`src/rtl/esm_uart_pkg.sv`:
```
// Shared UART definitions: receive FSM state encoding and bit-period helper.
// Used by both the RX front end and the TX block.
package esm_uart_pkg;

    typedef enum logic [2:0] {
        ST_IDLE      = 3'd0,
        ST_START     = 3'd1,
        ST_DATA      = 3'd2,
        ST_STOP      = 3'd3,
        ST_WAIT_HIGH = 3'd4
    } uart_rx_state_t;

    // Rounded clock cycles per serial bit.
    function automatic int clks_per_bit(input int clk_hz, input int baud);
        return (clk_hz + baud / 2) / baud;
    endfunction

endpackage

```
`src/rtl/esm_uart_rx_if.sv`:
```
// Received-byte stream plus line-status pulses between the UART RX and its consumer.
interface esm_uart_rx_if;
    logic [7:0] rx_data;
    logic       rx_valid;
    logic       rx_ready;
    logic       frame_err;
    logic       break_det;
    logic       overrun;

    modport master (
        output rx_data, rx_valid, frame_err, break_det, overrun,
        input  rx_ready
    );

    modport slave (
        input  rx_data, rx_valid, frame_err, break_det, overrun,
        output rx_ready
    );
endinterface

```
`src/rtl/esm_byte_fifo.sv`:
```
// First-word-fall-through byte FIFO with a registered head byte that holds its
// value while empty; pointers carry an extra wrap bit for full/empty.
module esm_byte_fifo #(
    parameter int DEPTH = 16
) (
    input  logic       clk,
    input  logic       rst,
    input  logic       push_i,
    input  logic [7:0] push_data_i,
    output logic       full_o,
    input  logic       pop_i,
    output logic       empty_o,
    output logic [7:0] dout_o
);
    localparam int AW = $clog2(DEPTH);

    logic [7:0]  mem [DEPTH];
    logic [AW:0] wr_q, wr_d;
    logic [AW:0] rd_q, rd_d;
    logic [7:0]  dout_q, dout_d;
    logic        empty, full, do_push, do_pop;

    assign empty   = (wr_q == rd_q);
    assign full    = (wr_q[AW] != rd_q[AW]) && (wr_q[AW-1:0] == rd_q[AW-1:0]);
    assign do_pop  = pop_i & ~empty;
    assign do_push = push_i & (~full | do_pop);

    // The head register is loaded from the slot the read pointer lands on,
    // bypassing the RAM when that slot is the one being written right now.
    always_comb begin
        wr_d   = wr_q + {{AW{1'b0}}, do_push};
        rd_d   = rd_q + {{AW{1'b0}}, do_pop};
        dout_d = dout_q;
        if (rd_d != wr_d) begin
            if (do_push && (rd_d[AW-1:0] == wr_q[AW-1:0])) begin
                dout_d = push_data_i;
            end else begin
                dout_d = mem[rd_d[AW-1:0]];
            end
        end
    end

    always_ff @(posedge clk) begin
        if (do_push) begin
            mem[wr_q[AW-1:0]] <= push_data_i;
        end
    end

    always_ff @(posedge clk) begin
        if (rst) begin
            wr_q   <= '0;
            rd_q   <= '0;
            dout_q <= 8'h00;
        end else begin
            wr_q   <= wr_d;
            rd_q   <= rd_d;
            dout_q <= dout_d;
        end
    end

    assign full_o  = full;
    assign empty_o = empty;
    assign dout_o  = dout_q;
endmodule

```
`src/rtl/esm_uart_rx.sv`:
```
// 8N1 UART receiver: 2-FF synchronizer, centre-sampling deframer FSM, status
// pulses, and a byte FIFO feeding a valid/ready stream.
module esm_uart_rx
    import esm_uart_pkg::*;
#(
    parameter int CLK_HZ     = 100_000_000,
    parameter int BAUD       = 115200,
    parameter int FIFO_DEPTH = 16
) (
    input  logic          clk,
    input  logic          rst,
    input  logic          rx,
    esm_uart_rx_if.master rx_if
);
    localparam int CPB = clks_per_bit(CLK_HZ, BAUD);
    localparam int CW  = $clog2(CPB);
    localparam logic [CW-1:0] FULL_M1 = CW'(CPB - 1);
    localparam logic [CW-1:0] HALF_M1 = CW'(CPB / 2 - 1);

    logic           sync1_q, sync2_q, prev_q;
    logic           line, fall;
    uart_rx_state_t state_q, state_d;
    logic [CW-1:0]  cnt_q, cnt_d;
    logic [2:0]     idx_q, idx_d;
    logic [7:0]     shift_q, shift_d;
    logic           frame_q, frame_d;
    logic           break_q, break_d;
    logic           ovr_q, ovr_d;
    logic           push;
    logic           fifo_full, fifo_empty;
    logic [7:0]     fifo_dout;

    assign line = sync2_q;
    assign fall = prev_q & ~sync2_q;

    always_comb begin
        state_d = state_q;
        cnt_d   = cnt_q + 1'b1;
        idx_d   = idx_q;
        shift_d = shift_q;
        push    = 1'b0;
        frame_d = 1'b0;
        break_d = 1'b0;
        unique case (state_q)
            ST_IDLE: begin
                cnt_d = '0;
                idx_d = '0;
                if (fall) state_d = ST_START;
            end
            ST_START: begin
                if (cnt_q == HALF_M1) begin
                    cnt_d   = '0;
                    state_d = line ? ST_IDLE : ST_DATA;
                end
            end
            ST_DATA: begin
                if (cnt_q == FULL_M1) begin
                    cnt_d   = '0;
                    shift_d = {line, shift_q[7:1]};
                    idx_d   = idx_q + 1'b1;
                    if (idx_q == 3'd7) state_d = ST_STOP;
                end
            end
            ST_STOP: begin
                if (cnt_q == FULL_M1) begin
                    cnt_d = '0;
                    if (line) begin
                        push    = 1'b1;
                        state_d = ST_IDLE;
                    end else begin
                        frame_d = 1'b1;
                        break_d = (shift_q == 8'h00);
                        state_d = ST_WAIT_HIGH;
                    end
                end
            end
            ST_WAIT_HIGH: begin
                cnt_d = '0;
                if (line) state_d = ST_IDLE;
            end
            default: begin
                cnt_d   = '0;
                state_d = ST_IDLE;
            end
        endcase
        // Full FIFO only loses the byte when the consumer is not popping this cycle.
        ovr_d = push & fifo_full & ~rx_if.rx_ready;
    end

    always_ff @(posedge clk) begin
        if (rst) begin
            sync1_q <= 1'b1;
            sync2_q <= 1'b1;
            prev_q  <= 1'b1;
            state_q <= ST_IDLE;
            cnt_q   <= '0;
            idx_q   <= '0;
            shift_q <= 8'h00;
            frame_q <= 1'b0;
            break_q <= 1'b0;
            ovr_q   <= 1'b0;
        end else begin
            sync1_q <= rx;
            sync2_q <= sync1_q;
            prev_q  <= sync2_q;
            state_q <= state_d;
            cnt_q   <= cnt_d;
            idx_q   <= idx_d;
            shift_q <= shift_d;
            frame_q <= frame_d;
            break_q <= break_d;
            ovr_q   <= ovr_d;
        end
    end

    esm_byte_fifo #(
        .DEPTH (FIFO_DEPTH)
    ) u_fifo (
        .clk         (clk),
        .rst         (rst),
        .push_i      (push),
        .push_data_i (shift_q),
        .full_o      (fifo_full),
        .pop_i       (rx_if.rx_ready),
        .empty_o     (fifo_empty),
        .dout_o      (fifo_dout)
    );

    assign rx_if.rx_data   = fifo_dout;
    assign rx_if.rx_valid  = ~fifo_empty;
    assign rx_if.frame_err = frame_q;
    assign rx_if.break_det = break_q;
    assign rx_if.overrun   = ovr_q;
endmodule

```
`src/flat_wrapper.sv`:
```
// flat-port wrapper written by rule: the top's interface ports become plain ports
module esm_uart_rx_flat import esm_uart_pkg::*;
#(
    parameter int CLK_HZ     = 100_000_000,
    parameter int BAUD       = 115200,
    parameter int FIFO_DEPTH = 16
)
  (clk, rst, rx, rx_if_rx_data, rx_if_rx_valid, rx_if_frame_err, rx_if_break_det, rx_if_overrun, rx_if_rx_ready);
  esm_uart_rx_if rx_if_i ();
  input  logic clk;
  input  logic rst;
  input  logic rx;
  output wire logic [$bits(rx_if_i.rx_data)-1:0] rx_if_rx_data;
  output wire logic [$bits(rx_if_i.rx_valid)-1:0] rx_if_rx_valid;
  output wire logic [$bits(rx_if_i.frame_err)-1:0] rx_if_frame_err;
  output wire logic [$bits(rx_if_i.break_det)-1:0] rx_if_break_det;
  output wire logic [$bits(rx_if_i.overrun)-1:0] rx_if_overrun;
  input wire logic [$bits(rx_if_i.rx_ready)-1:0] rx_if_rx_ready;
  assign rx_if_rx_data = rx_if_i.rx_data;
  assign rx_if_rx_valid = rx_if_i.rx_valid;
  assign rx_if_frame_err = rx_if_i.frame_err;
  assign rx_if_break_det = rx_if_i.break_det;
  assign rx_if_overrun = rx_if_i.overrun;
  assign rx_if_i.rx_ready = rx_if_rx_ready;
  esm_uart_rx #(.CLK_HZ(CLK_HZ), .BAUD(BAUD), .FIFO_DEPTH(FIFO_DEPTH)) u_core (.clk(clk), .rst(rst), .rx(rx), .rx_if(rx_if_i));
endmodule
```
`config.mk`:
```
export PLATFORM = sky130hd
export DESIGN_NAME = esm_uart_rx_flat
export DESIGN_NICKNAME = d
export VERILOG_FILES = /design/src/rtl/esm_uart_pkg.sv /design/src/rtl/esm_uart_rx_if.sv /design/src/rtl/esm_byte_fifo.sv /design/src/rtl/esm_uart_rx.sv /design/src/flat_wrapper.sv
export SDC_FILE = /design/constraint.sdc
export NUM_CORES = 1
export LEC_CHECK = 0
export ABC_CLOCK_PERIOD_IN_PS = 8450
export CAP_MARGIN = 20
export CORE_MARGIN = 1
export CORE_UTILIZATION = 50
export DETAILED_ROUTE_END_ITERATION = 10
export PLACE_DENSITY = 0.7
export SYNTH_ARGS = -nofsm -noshare
export SYNTH_HDL_FRONTEND = slang
export SYNTH_HIERARCHICAL = 1
export SYNTH_SLANG_ARGS = --single-unit
```
`constraint.sdc`:
```
create_clock -name clk -period 8.45 [get_ports clk]
set_input_delay 0.845 -clock clk [delete_from_list [all_inputs] [get_ports clk]]
set_output_delay 0.845 -clock clk [all_outputs]
set_load 0.05 [all_outputs]
```
==> results.md, run 1 <==
- The final cell count without fillers is 743.
- The post-place setup slack is roughly 4400 ps.
- Global routing finished with a remaining overflow of 0.
- The number of H-tree branching levels is 4.
- Counting every sink on the clock net gives 176.
- The die is 123.7 um wide.
- The count of buffers added by post-CTS timing repair for setup is 0.
- The area fraction in compound gates after synthesis is 0.07534.
- Row generation in the floorplan step produced 44 rows.
- Of the total synthesized cell area, the portion taken by full adders, half adders and majority gates is 0.01351.
- The count of input and output buffers is 15.
- The register-to-register setup slack is 4520 ps.
- The proportion of layout cells with a drive suffix above 1 is 0.1449.
- The power consumption is 1.690 mW.
- The worst register-to-register path has a depth of 11.
- The worst setup path is captured at a flip-flop.
- The remaining max-slew budget at the tightest pin is 0.3433.
- The critical path in this run is classified as flip-flop to flip-flop.
- Setup repair after global routing left no endpoint under its margin.
- In this run, synthesis inferred 128 flip-flops with an integrated enable.
- The data arrival time of the critical path is 4290 ps.
- The tool flagged a number of max-cap violations equal to 0.
- The top-level I/O count is 16.
- In the routed layout, each cell is associated on average with a via count of 5.910.
- The clock root buffer master is clkbuf_16.
- The global routing usage summed across all routing layers is 0.2150.
- After synthesis, the share of cell area in mux cells is 0.07365.
- STA classifies the critical path startpoint as a flip-flop.
- The top achievable clock speed is 0.2545 GHz.
- The wire length of the first global-routing pass is about 24000 um.
- Synthesis produced a netlist whose cell count is around 530.
- Setup violations remaining at the end of the flow were counted as 0.
- For this configuration, the core starts out at a cell density of 0.5116.
- The max-slew violation total from the final report is 0.
- The quantity of hold-fixing buffers added after cts is 0.
- For this run, the register share of the synthesized area comes to 0.6486.
- For the pin with the worst max-slew slack, the measured transition is 985.0 ps.
- The number of nets in the synthesized netlist is around 540.
- After clock tree synthesis, the clock-pin slew on the worst setup and hold paths is 70 ps.
- The path class of the lowest-slack min-delay path is flip-flop to flip-flop.
- The final hold violation count is 0.
- Of the total synthesized cell area, the portion taken by AND, OR, NAND and NOR gates is 0.1247.
- The post-cts repair resize count is 0.
- The DRC violations left is 0.
- The number of global-route vias before repair is 4384.
- At the worst endpoint, the required time is 8810 ps.
- In this run the critical register-to-register path is captured at u_core/u_fifo/dout_o[7].
- The slack of the critical path is 4521 ps.
- The xor and xnor fraction of the mapped netlist area is 0.03632.
- The predominant post-synthesis flop cell is edfxtp_1.
- The share of synthesized area in the top cell type comes to 0.5189.
- 0 antenna diodes ended up in the layout.
- The count of yosys warnings during synthesis is 6.
- TritonCTS built the clock tree.
- The most frequent standard cell in the layout excluding fill and tap cells is edfxtp_1.
- In the post-synthesis netlist, the biggest area contributors are edfxtp_1 (52%), dfxtp_1 (13%), mux4_2 (4.9%), nand2_1 (3.0%), mux2i_1 (2.3%).
- For the final routed database, the setup TNS stands at 0 ps.
- A synthesized cell averages 13.92 sq um.
- The area growth from synthesis to layout is 11.27%.
- After synthesis the cells add up to 7407 sq um.
- The post-route clock period utilization is 0.4650.
- Between clock sinks in the finished design, the worst skew comes to about 8.5 ps.
- The startpoint identified for the worst register-to-register timing path is u_core/u_fifo/wr_q[2].
- The total iterations of the first detailed-routing run is 5.
- The maximum ir drop on the vdd rail is 0.1236 mV.
- The height of the die is 123.7 um.
- Once detail routing completed, the nets flagged for antenna violations numbered 0.
- The netlist uses 57 different library cells.
- The initial antenna violation count is 0.
- The share of synthesized registers carrying an async set or reset is 0.
- For this design the ratio of total power to cell area is 205.0 nW/um^2.
- In the final routed layout, each cell accounts on average for 19.87 um.
- By area, the combinational part of the netlist is dominated by simple AND/OR/NAND/NOR gates.
- The total area inside the core boundary comes to 14480 sq um.
- The analysis attributes to cell leakage a power of 2.688 nW.
- The clock passes through at most 2 buffers.
- The biggest area contributor in the post-synthesis netlist is edfxtp_1.
- Final hold analysis gives a worst-case slack of 410.1 ps.
- The half-perimeter wire length of the detailed placement result is between 9000 and 10000 um.
- The number of buffers created by CTS is 17.
- The number of DRC markers in iteration 0 is 412.
- The latest clock arrival within the worst-skew pair is 430 ps.
- The end of the critical path is u_core/u_fifo/dout_o[7].
- In the layout the commonest cells are edfxtp_1 (128), nand2_1 (59), dfxtp_1 (48), nor2_1 (34), nand3_1 (27).
- Tracing the worst setup path back leads to its startpoint at u_core/u_fifo/wr_q[2].
- The total placed cells including tap cells is between 700 and 800.
- The detailed router placed 4391 vias in this run.
- Routability-driven placement finished with a final weighted congestion of 0.8559.
- The post-layout minimum cycle time is 3929 ps.
- The pin count of the biggest net entering global routing is 41.
- The routed wire length is between 10000 and 15000 um.
- The die outline area is 15310 sq um.
- The highest net fanout along the worst path is 23.
- Synthesis inferred roughly 180 register bits.
- The net count reported at finish is 558.
- The run finished with clean final reports.
==> synth_stat cells (all sizes together), types with 2 or more instances <==
cell,count
a21oi,21
a31oi,9
a32oi,16
and2,2
and3,4
and4,2
and4bb,2
buf,16
clkbuf,15
dfxtp,48
edfxtp,128
ha,8
inv,6
mux2i,17
mux4,16
nand2,59
nand2b,4
nand3,28
nand4,4
nor2,34
nor2b,8
nor3,7
nor4,9
nor4b,2
o211ai,5
o21ai,8
o221ai,6
o31ai,2
or2,3
or3,2
or3b,3
xnor2,16
xor2,13
==> cell families (layout without fill, tap and decap cells) <==
group	count (synthesis)	in the layout
compound gates	71	71
mux	34	34
simple gates	177	177
xor+xnor	29	29
flops	176	176
fa+ha+maj	8	8
buf+inv	37	64
==> layer usage <==
metal | wire [um] | vias to the layer above | GRT usage
met5 | 0 | - | 0
met2 | 7174 | 125 | 0.3358
li1 | - | 2042 | -
met1 | 6500 | 2193 | 0.2855
met3 | 757 | 31 | 0.05449
met4 | 329 | 0 | 0.09036
==> critical path, cell delays in order, from the launching register on <==
cell	delay [ps]
dfxtp_1	630
xnor2_1	180
nand4_1	230
nor2_1	230
nor2b_1	80
ha_1	210
ha_1	940
xor2_1	150
nor2_1	180
nand4_2	390
or3b_1	510
o211ai_1	100
==> per-stage QoR <==
| stage | utilization | area [sq um] |
|---|---|---|
| global placement | 0.5321 | 7705 |
| CTS | 0.5692 | 8242 |
| global route | 0.5692 | 8242 |
| finish | 0.5692 | 8242 |
| detailed placement | 0.5321 | 7705 |
| floorplan | - | 7407 |
==> worst min-delay path by stage <==
stage / start / to / slack [ps] / depth (start not counted)
2_1_floorplan: u_core/sync1_q / u_core/line / 390 / 1
3_3_place_gp: u_core/sync1_q / u_core/line / 400 / 1
3_5_place_dp: u_core/sync1_q / u_core/line / 400 / 1
4_1_cts: u_core/sync1_q / u_core/line / 410 / 1
5_1_grt: u_core/sync1_q / u_core/line / 420 / 1
6_report: u_core/sync1_q / u_core/line / 410 / 1
==> registers in the layout (all words and copies together), names as in the netlist, 3 cells and up <==
signal	flops
u_core/u_fifo/rd_q	5
u_core/u_fifo/dout_o	8
u_core/state_q	3
u_core/cnt_q	10
u_core/shift_q	8
u_core/u_fifo/mem	128
u_core/idx_q	3
u_core/u_fifo/wr_q	5
==> power by group <==
| group | switching (mW) | internal, mW |
|---|---|---|
| Clock | 0.337 | 0.380 |
| Combinational | 0.0285 | 0.0180 |
| Sequential | 0.0100 | 0.916 |
| Total | 0.375 | 1.31 |
==> layout make-up <==
class	instances	area [sq um]
clock buffer	18	429.2
fill	1176	6237
sequential	176	4805
inverter	6	22.52
multi-input combinational	319	2415
tap	184	230.2
clock inverter	14	107.6
timing repair buffer	26	232.7
No activity file was read; power rests on OpenSTA's default activity.
==> run 2, diff against run 1 <==
--- a/config.mk
+++ b/config.mk
@@ -5,7 +5,7 @@
 export SDC_FILE = /design/constraint.sdc
 export NUM_CORES = 1
 export LEC_CHECK = 0
-export ABC_CLOCK_PERIOD_IN_PS = 8450
+export ABC_CLOCK_PERIOD_IN_PS = 3650
 export CAP_MARGIN = 20
 export CORE_MARGIN = 1
 export CORE_UTILIZATION = 50
==> constraint.sdc (replaced) <==
create_clock -name clk -period 3.65 [get_ports clk]
set_input_delay 0.365 -clock clk [delete_from_list [all_inputs] [get_ports clk]]
set_output_delay 0.365 -clock clk [all_outputs]
set_load 0.05 [all_outputs]
==> results.md, run 2 (same netlist as run 1, synthesis figures left out) <==
- For the final database, setup skew stands at between 10 and 15 ps.
- The critical path goes through xnor2_1, nand4_1, nor2_1, nor2b_1, ha_1, ha_1, xnor2_2, buf_4, nand2_1, a32oi_1, a31oi_1, o221ai_1.
- The slowest stage of the critical path belongs to the cell xnor2_2.
- The pin count of the biggest net entering global routing is 25.
- At the end of the flow, the number of nets in the layout was 571.
- TritonCTS built the clock tree.
- The count of buffering cells on the critical path with inverters included is 1.
- The die is about 120 um tall.
- The register with the most flip-flops in the layout has 128 of them.
- The initial utilization of the core area, before any placement, comes to 0.5116.
- Summing all multi-input logic gate instances after layout gives about 2400 sq um.
- The maximum ir drop on the vdd rail is 0.2792 mV.
- Data arrives at the worst endpoint at 3630 ps.
- The cell with the most instances on the worst path is ha_1.
- The post-cts repair resize count is 0.
- STA classifies the critical path endpoint as a flip-flop.
- The clock period could shrink to 3295 ps.
- The kind of launch point of the worst setup path is a flip-flop.
- Clock tree synthesis found a total of 176 sinks.
- For the pin with the worst max-slew slack, the measured transition is 843.5 ps.
- Setup repair after global routing left no endpoint under its margin.
- The summed negative setup slack over all endpoints is 0 ps.
- Setup violations remaining at the end of the flow were counted as 0.
- In the routed design, unresolved DRC markers number 0.
- The routed via count divided by cell count is between 5 and 6.
- Registers take 4805 sq um.
- The number of hold buffers added after CTS was 0.
- The area growth from synthesis to layout is 12.91%.
- The remaining max-slew budget at the tightest pin is 0.4356.
- The max-slew violation total from the final report is 0.
- The tree is rooted in a clkbuf_16.
- The number of H-tree branching levels is 4.
- The deepest clock path buffer count is 2.
- The half-perimeter wire length of the detailed placement result is 9844 um.
- The number of buffers created by CTS is 17.
- In this design, the largest share of critical-path delay is due to XOR/XNOR gates.
- The number of global-route vias before repair was 4501.
- The post-route clock period utilization is 0.9029.
- The initial antenna violation count is 0.
- The routed wire length is 15110 um.
- 0 antenna diodes ended up in the layout.
- In the global route stage, overall resource usage came out at 0.2193.
- The run finished with clean final reports.
- The count of buffers added by post-CTS timing repair for setup is 0.
- The most frequent standard cell in the layout excluding fill and tap cells is edfxtp_1.
- The kind of critical path is flip-flop to flip-flop.
- In the layout the commonest cells are edfxtp_1 (128), nand2_1 (59), dfxtp_1 (48), nor2_1 (34), nand3_1 (27).
- The region available for standard cell placement spans 14480 sq um.
- Summed over all layers, the global routing overflow is 0.
- The first global-routing pass estimated roughly 24000 um of wire.
- The die covers between 15000 and 20000 sq um.
- The number of rows in the core area is 44.
- STA puts the critical path data required time at between 3000 and 4000 ps.
- During placement, the flow inserted port buffers numbering 15.
- The remaining antenna violation count is 0.
- Based on the critical path, the design can be clocked at up to 0.3034 GHz.
- The wire length per cell after detailed routing is 20.01 um.
- The number of max-capacitance violations reported is 0.
- The top-level I/O count is 16.
- The final hold violation count is 0.
- Power comes to about 3.9 mW.
- The post-CTS clock slew at the launch and capture registers of the worst setup and hold paths is approximately 60 ps.
- The die width is 123.7 um.
- At the later pin of the worst-skew pair, clock insertion delay measures 420 ps.
- The total iterations of the first detailed-routing run is 5.
- The largest stage delay on the critical path is between 500 and 600 ps.
- The path class of the lowest-slack min-delay path is flip-flop to flip-flop.
- Counting the fill cells in the layout gives 1161.
- The number of DRC markers in iteration 0 is 243.
- The via total after detailed routing is 4441.
- In this run the static leakage power is approximately 2.7 nW.
- In this run the worst path has a maximum fanout of 12.
- The total power divided by cell area is 463.9 nW/um^2.
- Of the cells placed in the final design, the portion with a size suffix greater than 1 is 0.1541.
- The global placement routability congestion is 0.8983.
## run 2: cell count changes in the layout (fill, tap and decap cells not counted), sizes merged
cell and delta:
clkbuf +8, clkinv -6, clkinvlp +2, inv -5, buf +13
## run 2: worst reg2reg max path, cell delays in order (launching register included)
cell	delay, ps
dfxtp_1	350
xnor2_1	270
nand4_1	260
nor2_1	210
nor2b_1	70
ha_1	210
ha_1	300
xnor2_2	530
buf_4	300
nand2_1	80
a32oi_1	310
a31oi_1	150
o221ai_1	180
## run 2: cell type report
class | instances | share of cell area
repair buffers | 39 | 0.04399
well taps | 184 | 0.02753
clock buffers | 26 | 0.05850
flip-flops and latches | 176 | 0.5745
clock inverters | 5 | 0.004039
inverters | 6 | 0.002693
multi-input cells | 319 | 0.2887
## run 2: stage by stage
| step | util | cell area, sq um | hold WS, ps | cells | setup WS [ps] |
|---|---|---|---|---|---|
| floorplan | - | 7407 | 389.5 | 532 | 621.9 |
| finish | 0.5776 | 8363 | 417.3 | 755 | 354.5 |
| global placement | 0.5415 | 7840 | 402.5 | 724 | 524.9 |
| global route | 0.5776 | 8363 | 454.2 | 755 | 134.2 |
| detailed placement | 0.5415 | 7840 | 404.5 | 724 | 399.2 |
| CTS | 0.5776 | 8363 | 421.2 | 755 | 374.4 |
## run 2: layer usage
metal / share of wire / track usage / vias to the layer above
met5: 0 / 0 / -
met4: 0.017 / 0.07154 / 0
met3: 0.038 / 0.04625 / 16
met2: 0.51 / 0.3726 / 119
met1: 0.44 / 0.2797 / 2239
li1: - / - / 2067
## run 2: path summary, 6_finish.rpt
| kind | start | to | slack [ps] | cells after the start |
|---|---|---|---|---|
| max | u_core/u_fifo/rd_q[3] | u_core/u_fifo/dout_o[1] | 350 | 12 |
| min | u_core/sync1_q | u_core/line | 420 | 1 |
| min reg2reg | u_core/sync1_q | u_core/line | 420 | 1 |
| max reg2reg | u_core/u_fifo/rd_q[3] | u_core/u_fifo/dout_o[1] | 350 | 12 |
## run 2: power breakdown
| part | internal [mW] | switching (mW) |
|---|---|---|
| registers | 2.12 | 0.00449 |
| clock network | 0.922 | 0.689 |
| logic | 0.0472 | 0.0949 |
==> run 3, diff against run 2 <==
--- a/config.mk
+++ b/config.mk
@@ -15,3 +15,4 @@
 export SYNTH_HDL_FRONTEND = slang
 export SYNTH_HIERARCHICAL = 1
 export SYNTH_SLANG_ARGS = --single-unit
+export TNS_END_PERCENT = 5
==> results of run 3 <==
Final layout, timing and power as in run 2 (identical DEF).
